<file path="src/rtl/risc_pkg.sv">
// Shared KGP-RISC definitions: instruction width, opcode encodings, fetch buffer entry.
package risc_pkg;

    localparam int unsigned INSTR_W = 32;

    localparam logic [3:0] OP_RTYPE  = 4'b0000;
    localparam logic [3:0] OP_IMM    = 4'b0001;
    localparam logic [3:0] OP_LDST   = 4'b0010;
    localparam logic [3:0] OP_BR_REG = 4'b0011;
    localparam logic [3:0] OP_BR     = 4'b0100;

    localparam logic [INSTR_W-1:0] HALT_WORD = 32'hFFFF_FFFF;

    typedef struct packed {
        logic [INSTR_W-1:0] instr;
        logic [31:0]        pc;
    } fetch_entry_t;

    function automatic logic [31:0] align_pc(input logic [31:0] addr);
        return {addr[31:2], 2'b00};
    endfunction

endpackage

</file>
<file path="src/rtl/fetch_buffer.sv">
// Two-entry FIFO of {instr, pc} between instruction memory and decoder.
// Flush wins over push; the caller guarantees no push when full.
import risc_pkg::*;

module fetch_buffer (
    input  logic         clk,
    input  logic         rst,
    input  logic         push,
    input  logic         pop,
    input  logic         flush,
    input  fetch_entry_t wdata,
    output fetch_entry_t rdata,
    output logic [1:0]   count
);

    fetch_entry_t mem_q [2];
    logic         rd_ptr_q;
    logic         wr_ptr_q;
    logic [1:0]   count_q;

    always_ff @(posedge clk or posedge rst) begin
        if (rst) begin
            mem_q[0] <= '0;
            mem_q[1] <= '0;
            rd_ptr_q <= 1'b0;
            wr_ptr_q <= 1'b0;
            count_q  <= 2'd0;
        end else if (flush) begin
            rd_ptr_q <= 1'b0;
            wr_ptr_q <= 1'b0;
            count_q  <= 2'd0;
        end else begin
            if (push) begin
                mem_q[wr_ptr_q] <= wdata;
                wr_ptr_q        <= ~wr_ptr_q;
            end
            if (pop) begin
                rd_ptr_q <= ~rd_ptr_q;
            end
            count_q <= count_q + {1'b0, push} - {1'b0, pop};
        end
    end

    assign rdata = mem_q[rd_ptr_q];
    assign count = count_q;

endmodule

</file>
<file path="src/rtl/instruction_fetch_unit.sv">
// KGP-RISC fetch stage: PC, synchronous imem read, 2-entry output buffer, redirect flush.
// Optional halt-word detection is enabled by defining IFU_HALT_DETECT_EN.
import risc_pkg::*;

module instruction_fetch_unit #(
    parameter int unsigned IMEM_AW  = 10,
    parameter logic [31:0] RESET_PC = 32'h0000_0000
) (
    input  logic               clk,
    input  logic               rst,
    output logic               imem_en,
    output logic [IMEM_AW-1:0] imem_addr,
    input  logic [31:0]        imem_rdata,
    input  logic               redirect_valid,
    input  logic [31:0]        redirect_pc,
    output logic               instr_valid,
    input  logic               instr_ready,
    output logic [31:0]        instr,
    output logic [31:0]        instr_pc,
    output logic               halted
);

    logic [31:0]  pc_q;
    logic [31:0]  issued_pc_q;
    logic         inflight_q;
    logic         kill_q;
    logic         pop;
    logic         push;
    logic         issue;
    logic         stop_issue;
    logic [1:0]   count;
    logic [2:0]   occupancy;
    fetch_entry_t head;
    fetch_entry_t resp;

    assign instr_valid = (count != 2'd0);
    assign pop         = instr_valid && instr_ready;
    assign push        = inflight_q && !kill_q;
    assign resp        = '{instr: imem_rdata, pc: issued_pc_q};

    // Buffered words plus the read in flight, less what leaves this cycle, must leave a free slot.
    assign occupancy = {1'b0, count} + {2'b00, inflight_q} - {2'b00, pop};
    assign issue     = !rst && !stop_issue && !redirect_valid && (occupancy < 3'd2);

    assign imem_en   = issue;
    assign imem_addr = pc_q[IMEM_AW+1:2];

`ifdef IFU_HALT_DETECT_EN
    logic halted_q;
    logic halt_hit;

    assign halt_hit = push && (imem_rdata == HALT_WORD);

    always_ff @(posedge clk or posedge rst) begin
        if (rst) begin
            halted_q <= 1'b0;
        end else if (redirect_valid) begin
            halted_q <= 1'b0;
        end else if (halt_hit) begin
            halted_q <= 1'b1;
        end
    end

    // Stop in the push cycle too, so nothing past the halt word is fetched.
    assign stop_issue = halted_q || halt_hit;
    assign halted     = halted_q;
`else
    assign stop_issue = 1'b0;
    assign halted     = 1'b0;
`endif

    always_ff @(posedge clk or posedge rst) begin
        if (rst) begin
            pc_q        <= RESET_PC;
            issued_pc_q <= 32'h0;
            inflight_q  <= 1'b0;
            kill_q      <= 1'b0;
        end else begin
            inflight_q <= issue;
            // Redirect blocks issue, so this is normally 0; a response landing in the
            // redirect cycle itself is removed by the buffer flush.
            kill_q     <= redirect_valid && issue;
            if (issue) begin
                issued_pc_q <= pc_q;
                pc_q        <= pc_q + 32'd4;
            end
            if (redirect_valid) begin
                pc_q <= align_pc(redirect_pc);
            end
        end
    end

    fetch_buffer u_fetch_buffer (
        .clk   (clk),
        .rst   (rst),
        .push  (push),
        .pop   (pop),
        .flush (redirect_valid),
        .wdata (resp),
        .rdata (head),
        .count (count)
    );

    assign instr    = head.instr;
    assign instr_pc = head.pc;

endmodule

</file>
<file path="config.mk">
export PLATFORM = sky130hd
export DESIGN_NAME = instruction_fetch_unit
export DESIGN_NICKNAME = d
export VERILOG_FILES = /design/src/rtl/risc_pkg.sv /design/src/rtl/fetch_buffer.sv /design/src/rtl/instruction_fetch_unit.sv
export SDC_FILE = /design/constraint.sdc
export NUM_CORES = 1
export LEC_CHECK = 0
export CAP_MARGIN = 20
export CORE_MARGIN = 1
export CORE_UTILIZATION = 40
export CTS_CLUSTER_DIAMETER = 50
export DETAILED_ROUTE_END_ITERATION = 16
export PLACE_DENSITY_LB_ADDON = 0.1
export SYNTH_ARGS = -nofsm -noshare
export SYNTH_HDL_FRONTEND = slang
export SYNTH_HIERARCHICAL = 1
export SYNTH_SLANG_ARGS = --single-unit
</file>
<file path="constraint.sdc">
create_clock -name clk -period 13.18 [get_ports clk]
set_clock_uncertainty 0.2 [all_clocks]
set_input_delay 2.636 -clock clk [delete_from_list [all_inputs] [get_ports clk]]
set_output_delay 2.636 -clock clk [all_outputs]
set_load 0.005 [all_outputs]
</file>
# Yosys cells after proc, flatten, opt, wreduce, memory -nomap -nowiden
# Cells that the tools add are included.
# totals
regBits	198
elab_cells	52
# op_classes
n_addsub	5
n_lt_le_gt_ge	4
muxes	13
bitwise	5
reduce_logical	14
# ops
op	count
2-to-1 mux 64 bit	4
bitwise mux 128 bit	1
demux 64 bit (select 1 bit)	1
2-to-1 mux 32 bit	2
adder 32 x 3 -> 32 bit (second input constant)	1
nonzero test 2 bit	4
logical AND 1 bit	6
>= comparator 2 bit (second input constant)	2
2-to-1 mux 1 bit	4
inverter 1 -> 2 bit	2
adder 2 x 1 -> 3 bit	1
zero test 1 bit	3
< comparator 3 x 2 -> 1 bit (second input constant)	1
inverter 1 bit	3
subtractor 3 x 1 -> 3 bit	1
adder 2 x 1 -> 2 bit	1
< comparator 2 x 1 -> 1 bit (second input constant)	1
2-to-1 mux 2 bit	1
AND reduction 2 bit	1
subtractor 2 x 1 -> 2 bit	1

# Depth between registers and ports, before layout
# Gate-level depths: netlist of the first run.
# depth
word_depth	7
mapped_depth	13
ltp_nobuf	11

# By module
# The synthesis of the first run kept the hierarchy.
# by_module_without_submodules
module	n_inst	cells_per_inst	area_each_um2
fetch_buffer	1	359	6052.1
instruction_fetch_unit	1	362	3144.3

# Least setup slack after synthesis of the first run
# OpenSTA, ideal clock, no wires.
# synth_path
path_kind	input to output
startpoint	input instr_ready
endpoint	output imem_en
arrival_time_ns	4.689
slack_ns	5.655
path_stages	10
path_buffers	3
path_cell_list	and2_1 -> ha_1 -> nand2b_1 -> fa_1 -> xor2_1 -> or3_1 -> buf_2 -> inv_2 -> buf_4 -> buf_2
# synth_via
elab_chain_cells	4
# synth_lines
element	line	text
start: declaration	instruction_fetch_unit.sv:17	input logic instr_ready,
logical AND 1 bit	instruction_fetch_unit.sv:37	assign pop = instr_valid && instr_ready;
subtractor 3 x 1 -> 3 bit	instruction_fetch_unit.sv:42	assign occupancy = {1'b0, count} + {2'b00, inflight_q} - {2'b00, pop};
< comparator 3 x 2 -> 1 bit	instruction_fetch_unit.sv:43	assign issue = !rst && !stop_issue && !redirect_valid && (occupancy < 3'd2);
logical AND 1 bit	instruction_fetch_unit.sv:43	
end: declaration	instruction_fetch_unit.sv:11	output logic imem_en,
# Every way passes these cells.

# Worst setup path in the final report of the first run
# layout_path
startpoint	input instr_ready
endpoint	output imem_en
# layout_via
elab_chain_cells	4
# layout_lines
element	line	text
logical AND 1 bit	instruction_fetch_unit.sv:37	
via pop	instruction_fetch_unit.sv:27	logic pop;
subtractor 3 x 1 -> 3 bit	instruction_fetch_unit.sv:42	
< comparator 3 x 2 -> 1 bit	instruction_fetch_unit.sv:43	
logical AND 1 bit	instruction_fetch_unit.sv:43	
# The timed path passes the listed nets, and every way through them passes these cells.

==> flow_summary_export.csv, run 1 <==
group,metric,value,unit
yosys,yosysTopAreaCell,"dfrtp_1",
global_route,grt_use_met2,29.3,%
sta,fin_crit,8.27,ns
critical_path,cp_num_buf_inv,3,
critical_path,worst-path-max-fanout,6,
yosys,ys_types,48,
die,die_x,154,um
placement,placed_cells,1112,
final_layout,final_layout_size_suffix_gt1_share,28.2,%
yosys,synth-xor-area-share,0.721,%
routing,vias,5895,
die,ioPinCount,145,
final_layout,mostFrequentLayoutCells,"dfrtp_1, clkdlybuf4s50_1, mux2_2",
critical_path,cp-startpoint,"instr_ready",
clock_tree,htreeDepth,4,
final_layout,layout_commonest_cell,"dfrtp_1",
final_layout,antennaDiodeCount,0,
global_route,top_usage_layer,"met2",
sta,max_freq,121,MHz
global_route,grt_overflow,0,
critical_path,crit_chain,"clkdlybuf4s50_1 -> and2_1 -> ha_1 -> nand2b_1 -> fa_1 -> xor2_1 -> or3_2 -> inv_2 -> clkdlybuf4s50_1",
critical_path,reg2reg_from,"u_fetch_buffer/count[1]",
die,core_region_area,0.0226,mm2
placement,place_area,0.0107,mm2
routing,vias_per_cell,5.15,
sta,drv_slew,0,
global_route,grt_pass1_wl,34.6,mm
yosys,synth_edf_count,0,
sta,grt_setup_unrepaired,"false",
power,clock_power_share,20.3,%
power,p_switching,0.737,mW
global_route,grt_use_total,18.6,%
critical_path,cp.arrival,5.44,ns
routing,wire_per_inst,18.0,um
yosys,netlist_top_cells_area,"dfrtp_1, mux2_2, mux2_4, nand2_1, buf_12",
power,seqPwrFrac,41.1,%
placement,place_congestion,0.842,
final_layout,fill_cells,2024,
critical_path,crit_path_end,"imem_en",
clock_tree,clkLatencyLatePin,0.43,ns
yosys,yosysTopAreaCellShare,52.8,%
power,max-vdd-ir-drop,0.0000887,V
clock_tree,root_buffer,"clkbuf_16",
routing,drc,0,
critical_path,r2r_cells,12,
yosys,synth_cells,721,
sta,slew_headroom,35.6,%
final_layout,syn_to_final_growth,22.2,%
global_route,grt_pass1_vias,6368,
min_path,min_from,"u_fetch_buffer/mem_q[121]",
yosys,syn_area_per_cell,12.8,um2
die,row_count,55,
power,swShare,30.7,%
critical_path,r2r_end,"pc_q[27]",
power,leakagePower,5.23,nW
power,p_int,1.66,mW
outcome,status,"complete, no violations",
yosys,ys_ff_latch,194,
sta,hold_viol,0,
critical_path,critPathLaunchType,"input port",
critical_path,crit_type,"input port to primary output",
global_route,met3_usage,3.49,%
yosys,synth_compound_area_share,4.44,%
critical_path,max_stage_delay,0.51,ns
critical_path,crit_slowest_cell,"or3_2",
critical_path,setup.worst_path.end_class,"primary output",
final_layout,stdcell_count,1144,
job,drv_cap,0,
final_layout,final_cell_area,0.0112,mm2
yosys,synth_top_family_by_area,"multiplexers",
routing,drt-initial-drc-count,282,
clock_tree,cts_buffers,17,
sta,fin_tns_setup,0,ns
power,p_comb_share,38.6,%
clock_tree,cts_tree,"yes",
sta,worstMarginPinSlew,0.966,ns
critical_path,crit_top_cell,"clkdlybuf4s50_1",
clock_tree,clkSlewWorstSetupHoldPaths,0.06,ns
routing,first_pass_iters,6,
routing,final_antenna_net_count,0,
yosys,yosysSeqAreaShare,52.8,%
yosys,yosysWarnings,6,
critical_path,r2r_slack,9.09,ns
die,initial_utilization,40.7,%
placement,port_buffers,141,
critical_path,cp_top_family,"buffers and inverters",
yosys,synthMuxAreaShare,26.3,%
global_route,grt_use_met1,26.1,%
power,power_density,213,mW/mm2
clock_tree,postCtsSetupRepairBufs,0,
yosys,synth_fa_ha_area_share,0.762,%
sta,fin_crit_sh,62.8,%
min_path,min_path_type,"flop to flop",
clock_tree,cts_buffer_depth,2,
routing,wl,20.6,mm
yosys,ys.flop_type,"dfrtp_1",
global_route,antenna_found_initial,0,
critical_path,cp_num_cells,9,
yosys,mappedNetlistArea,0.00920,mm2
global_route,grt_max_degree,85,
final_layout,post-route-util,49.8,%
die,die_area,0.0236,mm2
critical_path,worstPathRequired,10.34,ns
die,die_h,154,um
clock_tree,cts.sink_count,194,
final_layout,nets,920,
yosys,synth-async-reset-ratio,100,%
placement,dpl.hpwl,13.3,mm
yosys,synth-simple-area-share,10.1,%
sta,setup_violations,0,
clock_tree,post_cts_resize_count,0,
clock_tree,hold_buffers,0,
state kept, by name, summed over array words and instances, names as in the netlist:
| register | count |
|---|---|
| pc_q | 30 |
| u_fetch_buffer/wr_ptr_q | 1 |
| u_fetch_buffer/rd_ptr_q | 1 |
| inflight_q | 1 |
| kill_q | 1 |
| u_fetch_buffer/mem_q | 128 |
| u_fetch_buffer/count | 2 |
| issued_pc_q | 30 |
power groups by stage:
stage	sequential (mW)	clock (mW)	combinational, mW
after global placement	0.977	0	0.919
after detailed placement	0.997	0	0.933
final	0.986	0.488	0.925
after floorplan	0.938	0	0.583
after CTS	0.987	0.503	0.939
after global routing	1.02	0.528	1.02
through the flow:
stage	setup slack, ns	hold WS, ns	total power, mW
after floorplan	5.65	0.254	1.52
after global placement	4.88	0.263	1.90
after detailed placement	4.92	0.281	1.93
after CTS	4.89	0.296	2.43
after global routing	4.78	0.321	2.56
final	4.91	0.293	2.40
worst register-to-register path, cell delays in order (launching register included):
cell,delay [ns]
dfrtp_1,0.43
or2_2,0.33
and2_1,0.23
ha_1,0.30
nand2b_1,0.15
fa_1,0.38
xor2_1,0.22
or3_2,0.51
inv_2,0.10
buf_4,0.39
nor2_1,0.34
a21o_1,0.24
a21o_1,0.17
Yosys cell counts, drive strengths merged, types with 4 or more instances:
library cell / number
a21o: 7
a21oi: 4
and2: 4
buf: 41
clkbuf: 8
dfrtp: 194
ha: 4
inv: 11
mux2: 192
nand2: 119
nand3: 20
nand4: 15
nor2: 21
nor3: 7
o211ai: 7
o21ai: 13
o311ai: 15
routing by layer:
metal  vias to the layer above  share of wire, %
li1                       2782                 -
met1                      2954                48
met2                       144                47
met3                        15               3.8
met4                         0               1.1
met5                         -                 0
cell type report:
cell class                      count  area (um2)  area share (%)
Clock buffer                       21         470            4.19
Inverter                           11        43.8           0.390
Tap cell                          285         357            3.17
Multi-Input combinational cell    472        3920            34.9
Timing Repair Buffer              151        1510            13.4
Clock inverter                     10        78.8           0.702
Sequential cell                   194        4860            43.2
logic make-up after synthesis:
group                    after synthesis
AO/OA/AOI/OAI                         57
adder cells (fa/ha/maj)                5
AND/OR/NAND/NOR                      203
flip-flops                           194
XOR/XNOR                               6
buffers and inverters                 60
other                                  1
multiplexers                         195
worst min path at each step:
stage | to | slack [ns] | depth (start not counted)
2_1_floorplan | u_fetch_buffer/mem_q[120] | 0.25 | 1
3_3_place_gp | u_fetch_buffer/mem_q[121] | 0.26 | 1
3_5_place_dp | u_fetch_buffer/mem_q[121] | 0.28 | 1
4_1_cts | u_fetch_buffer/mem_q[121] | 0.30 | 1
5_1_grt | u_fetch_buffer/mem_q[120] | 0.32 | 1
6_report | u_fetch_buffer/mem_q[121] | 0.29 | 1
(Power assumes the default switching activity.)
==> inputs of run 2 (changes only) <==
- clock period: 13.18 -> 8.6 ns (I/O delays scaled with it)
==> flow_summary_export.csv, run 2 (same netlist as run 1, synthesis figures left out) <==
group,metric,value,unit
power,max-vdd-ir-drop,0.000155,V
critical_path,crit_slowest_cell,"or3_2",
clock_tree,post_cts_resize_count,0,
sta,hold_viol,0,
final_layout,mostFrequentLayoutCells,"dfrtp_1, clkdlybuf4s50_1, mux2_2",
final_layout,reg.largest.list,"u_fetch_buffer/mem_q (128), issued_pc_q (30), pc_q (30)",
critical_path,crit_top_cell,"clkdlybuf4s50_1",
global_route,grt_max_degree,86,
clock_tree,hold_buffers,0,
clock_tree,htreeDepth,4,
routing,final_antenna_net_count,0,
sta,fin_tns_setup,0,ns
clock_tree,clkLatencyLatePin,0.43,ns
global_route,grt_pass1_vias,6284,
routing,vias,5991,
die,die_area,0.0236,mm2
sta,fin_crit,6.43,ns
die,die_x,154,um
final_layout,largest_reg_flops,128,
power,leakagePower,5.25,nW
routing,vias_per_cell,5.23,
clock_tree,cts_tree,"yes",
outcome,status,"finished with violations",
critical_path,worst-path-max-fanout,6,
sta,setup_violations,0,
final_layout,largest_register,"u_fetch_buffer/mem_q",
final_layout,syn_to_final_growth,22.8,%
critical_path,cp.arrival,4.51,ns
die,initial_utilization,40.7,%
clock_tree,clkSlewWorstSetupHoldPaths,0.06,ns
sta,fin_crit_sh,74.8,%
global_route,antenna_found_initial,0,
critical_path,critPathLaunchType,"input port",
clock_tree,cts_buffers,17,
sta,max_freq,155,MHz
critical_path,crit_chain,"clkdlybuf4s50_1 -> and2_1 -> ha_1 -> nand2b_1 -> fa_1 -> xor2_1 -> or3_2 -> inv_2 -> clkdlybuf4s50_1",
sta,worstMarginPinSlew,0.976,ns
min_path,min_path_type,"flop to flop",
placement,placed_cells,1112,
die,die_h,154,um
final_layout,stdcell_count,1145,
die,ioPinCount,145,
critical_path,cp_num_buf_inv,3,
sta,drv_slew,0,
global_route,grt_pass1_wl,33.8,mm
placement,port_buffers,141,
final_layout,final_layout_size_suffix_gt1_share,28.0,%
critical_path,worstPathRequired,6.68,ns
placement,place_congestion,0.849,
outcome,violations,"design-rule violations",
routing,wl,20.3,mm
clock_tree,root_buffer,"clkbuf_16",
routing,drt-initial-drc-count,315,
clock_tree,cts.sink_count,194,
critical_path,crit_type,"input port to primary output",
global_route,grt_overflow,0,
placement,dpl.hpwl,13.2,mm
critical_path,r2r_slack,4.48,ns
final_layout,fill_cells,1990,
final_layout,nets,920,
clock_tree,postCtsSetupRepairBufs,0,
global_route,grt_use_total,18.2,%
final_layout,antennaDiodeCount,0,
routing,drc,2,
routing,first_pass_iters,10,
die,row_count,55,
critical_path,max_stage_delay,0.51,ns
routing,wire_per_inst,17.7,um
sta,slew_headroom,34.7,%
sta,grt_setup_unrepaired,"false",
final_layout,layout_commonest_cell,"dfrtp_1",
clock_tree,cts_buffer_depth,2,
critical_path,cp_top_family,"buffers and inverters",
job,drv_cap,0,
critical_path,setup.worst_path.end_class,"primary output",
power,power_density,331,mW/mm2
die,core_region_area,0.0226,mm2
run 2: final timing paths:
kind | startpoint | to | cells past startpoint
worst max-delay path | instr_ready | imem_en | 9
worst min-delay path | u_fetch_buffer/mem_q[120] | u_fetch_buffer/mem_q[120] | 1
worst max register to register | u_fetch_buffer/count[1] | pc_q[4] | 12
worst min register to register | u_fetch_buffer/mem_q[120] | u_fetch_buffer/mem_q[120] | 1
max in group asynchronous | rst | u_fetch_buffer/mem_q[60] | 4
min in group asynchronous | rst | u_fetch_buffer/count[0] | 2
run 2: stage by stage:
| step | utilization, % | total power, mW | area [um2] | worst slack, ns | hold slack [ns] |
|---|---|---|---|---|---|
| floorplan | - | 2.33 | 9220 | 2.91 | 0.254 |
| global placement | 47.2 | 2.91 | 10700 | 2.14 | 0.263 |
| detailed placement | 47.2 | 2.96 | 10700 | 2.15 | 0.275 |
| CTS | 49.9 | 3.79 | 11300 | 2.13 | 0.290 |
| global route | 50.0 | 3.99 | 11300 | 2.04 | 0.307 |
| finish | 50.0 | 3.74 | 11300 | 2.17 | 0.283 |
run 2: final cells by class:
cell class / count / area (um2) / share of cell area (%)
Clock buffer: 21 / 450 / 3.99
Sequential cell: 194 / 4860 / 43.0
Multi-Input combinational cell: 472 / 3920 / 34.8
Timing Repair Buffer: 151 / 1510 / 13.3
Tap cell: 285 / 357 / 3.16
Clock inverter: 11 / 154 / 1.36
Inverter: 11 / 43.8 / 0.388
run 2: where the power goes:
part	internal [mW]	switching (mW)	leakage, nW
clock	0.468	0.345	0.277
combinational	0.884	0.535	2.47
sequential	1.27	0.240	2.50
run 2: layer usage:
metal	track usage [%]	wire length, um	vias to the layer above	share of wire, %
li1	-	-	2774	-
met1	24.8	9590	3050	47
met2	29.1	9660	151	48
met3	4.00	846	16	4.2
met4	5.00	215	0	1.1
met5	0	0	-	0
==> inputs of run 3 (changes only) <==
- clock period: 8.6 -> 6.29 ns (I/O delays scaled with it)
==> flow_summary_export.csv, run 3 (same netlist as run 1, synthesis figures left out) <==
group,metric,value,unit
final_layout,nets,919,
placement,port_buffers,141,
critical_path,crit_type,"input port to primary output",
clock_tree,cts_tree,"yes",
placement,dpl.hpwl,13.2,mm
clock_tree,cts.sink_count,194,
clock_tree,clkSlewWorstSetupHoldPaths,0.07,ns
sta,drv_slew,0,
placement,placed_cells,1112,
placement,place_congestion,0.834,
sta,worstMarginPinSlew,1.03,ns
power,clock_power_share,20.5,%
routing,vias_per_cell,5.25,
power,p_comb_share,38.0,%
critical_path,worstPathRequired,4.83,ns
power,swShare,30.9,%
sta,slew_headroom,31.1,%
clock_tree,postCtsSetupRepairBufs,0,
global_route,grt_pass1_wl,34.4,mm
clock_tree,cts_buffers,17,
power,seqPwrFrac,41.5,%
routing,wire_per_inst,18.0,um
routing,drt-initial-drc-count,368,
power,p_switching,1.56,mW
die,row_count,55,
clock_tree,htreeDepth,4,
job,drv_cap,0,
sta,worst_slack,0.747,ns
clock_tree,root_buffer,"clkbuf_16",
critical_path,cp.arrival,4.08,ns
clock_tree,clkLatencyLatePin,0.43,ns
outcome,status,"complete, no violations",
die,ioPinCount,145,
global_route,grt_max_degree,65,
critical_path,critPathLaunchType,"input port",
global_route,grt_pass1_vias,6379,
final_layout,antennaDiodeCount,0,
final_layout,syn_to_final_growth,22.1,%
final_layout,reg.largest.list,"u_fetch_buffer/mem_q (128), issued_pc_q (30), pc_q (30)",
critical_path,setup.worst_path.end_class,"primary output",
critical_path,worst-path-max-fanout,6,
global_route,antenna_found_initial,0,
final_layout,largest_reg_flops,128,
routing,vias,6006,
global_route,grt_use_total,18.3,%
final_layout,fill_cells,2028,
clock_tree,cts_buffer_depth,2,
sta,setup_violations,0,
min_path,min_path_type,"flop to flop",
sta,hold_viol,0,
die,die_x,154,um
final_layout,layout_commonest_cell,"dfrtp_1",
sta,grt_setup_unrepaired,"false",
final_layout,stdcell_count,1144,
routing,first_pass_iters,4,
global_route,grt_overflow,0,
clock_tree,post_cts_resize_count,0,
die,core_region_area,0.0226,mm2
sta,fin_crit_sh,88.1,%
final_layout,mostFrequentLayoutCells,"dfrtp_1, clkdlybuf4s50_1, mux2_2",
power,leakagePower,5.23,nW
die,die_area,0.0236,mm2
placement,place_ws,0.754,ns
power,max-vdd-ir-drop,0.000173,V
final_layout,largest_register,"u_fetch_buffer/mem_q",
power,power_density,448,mW/mm2
routing,final_antenna_net_count,0,
clock_tree,hold_buffers,0,
sta,fin_tns_setup,0,ns
sta,max_freq,180,MHz
power,p_int,3.48,mW
die,die_h,154,um
routing,wl,20.6,mm
sta,fin_crit,5.54,ns
die,initial_utilization,40.7,%
final_layout,final_layout_size_suffix_gt1_share,28.2,%
routing,drc,0,
## run 3: final cells by class
type / count / area [um2] / area share [%]
Inverter: 11 / 43.8 / 0.390
Clock buffer: 20 / 457 / 4.07
Multi-Input combinational cell: 472 / 3920 / 34.9
Timing Repair Buffer: 150 / 1490 / 13.3
Tap cell: 285 / 357 / 3.18
Clock inverter: 12 / 98.8 / 0.880
Sequential cell: 194 / 4860 / 43.3
## run 3: stage by stage
| step | power, mW | cell area (um2) | hold WS, ns | util (%) |
|---|---|---|---|---|
| final | 5.03 | 11200 | 0.284 | 49.7 |
| after global placement | 3.98 | 10700 | 0.263 | 47.3 |
| after floorplan | 3.19 | 9220 | 0.254 | - |
| after global routing | 5.37 | 11200 | 0.316 | 49.7 |
| after CTS | 5.10 | 11200 | 0.288 | 49.7 |
| after detailed placement | 4.05 | 10700 | 0.272 | 47.3 |
## run 3: routing by layer
layer | share of wire (%) | vias to the layer above | GRT usage, % | wire length, um
li1 | - | 2770 | - | -
met1 | 48 | 3071 | 25.5 | 9790
met2 | 47 | 148 | 29.1 | 9770
met3 | 3.9 | 17 | 3.35 | 808
met4 | 1.1 | 0 | 5.05 | 221
met5 | 0 | - | 0 | 0
## run 3: worst paths after layout
check / start / end / slack (ns) / depth (start not counted)
worst max-delay path: instr_ready / imem_en / 0.75 / 9
max in group asynchronous: rst / u_fetch_buffer/mem_q[106] / 3.70 / 3
worst min register to register: u_fetch_buffer/mem_q[120] / u_fetch_buffer/mem_q[120] / 0.28 / 1
worst min-delay path: u_fetch_buffer/mem_q[120] / u_fetch_buffer/mem_q[120] / 0.28 / 1
worst max register to register: u_fetch_buffer/count[1] / pc_q[22] / 2.05 / 12
min in group asynchronous: rst / u_fetch_buffer/count[1] / 1.17 / 2
## run 3: worst max-delay path, stage by stage
cell             delay, ns
clkdlybuf4s50_1       0.46
and2_1                0.22
ha_1                  0.27
nand2b_1              0.16
fa_1                  0.37
xor2_1                0.23
or3_2                 0.51
inv_2                 0.09
clkdlybuf4s50_1       0.50
## run 3: power groups by stage
stage / combinational (mW) / clock, mW / sequential (mW)
3_3_place_gp: 1.90 / 0 / 2.08
2_1_floorplan: 1.22 / 0 / 1.97
3_5_place_dp: 1.93 / 0 / 2.11
6_report: 1.92 / 1.03 / 2.09
5_1_grt: 2.10 / 1.12 / 2.16
4_1_cts: 1.95 / 1.06 / 2.09
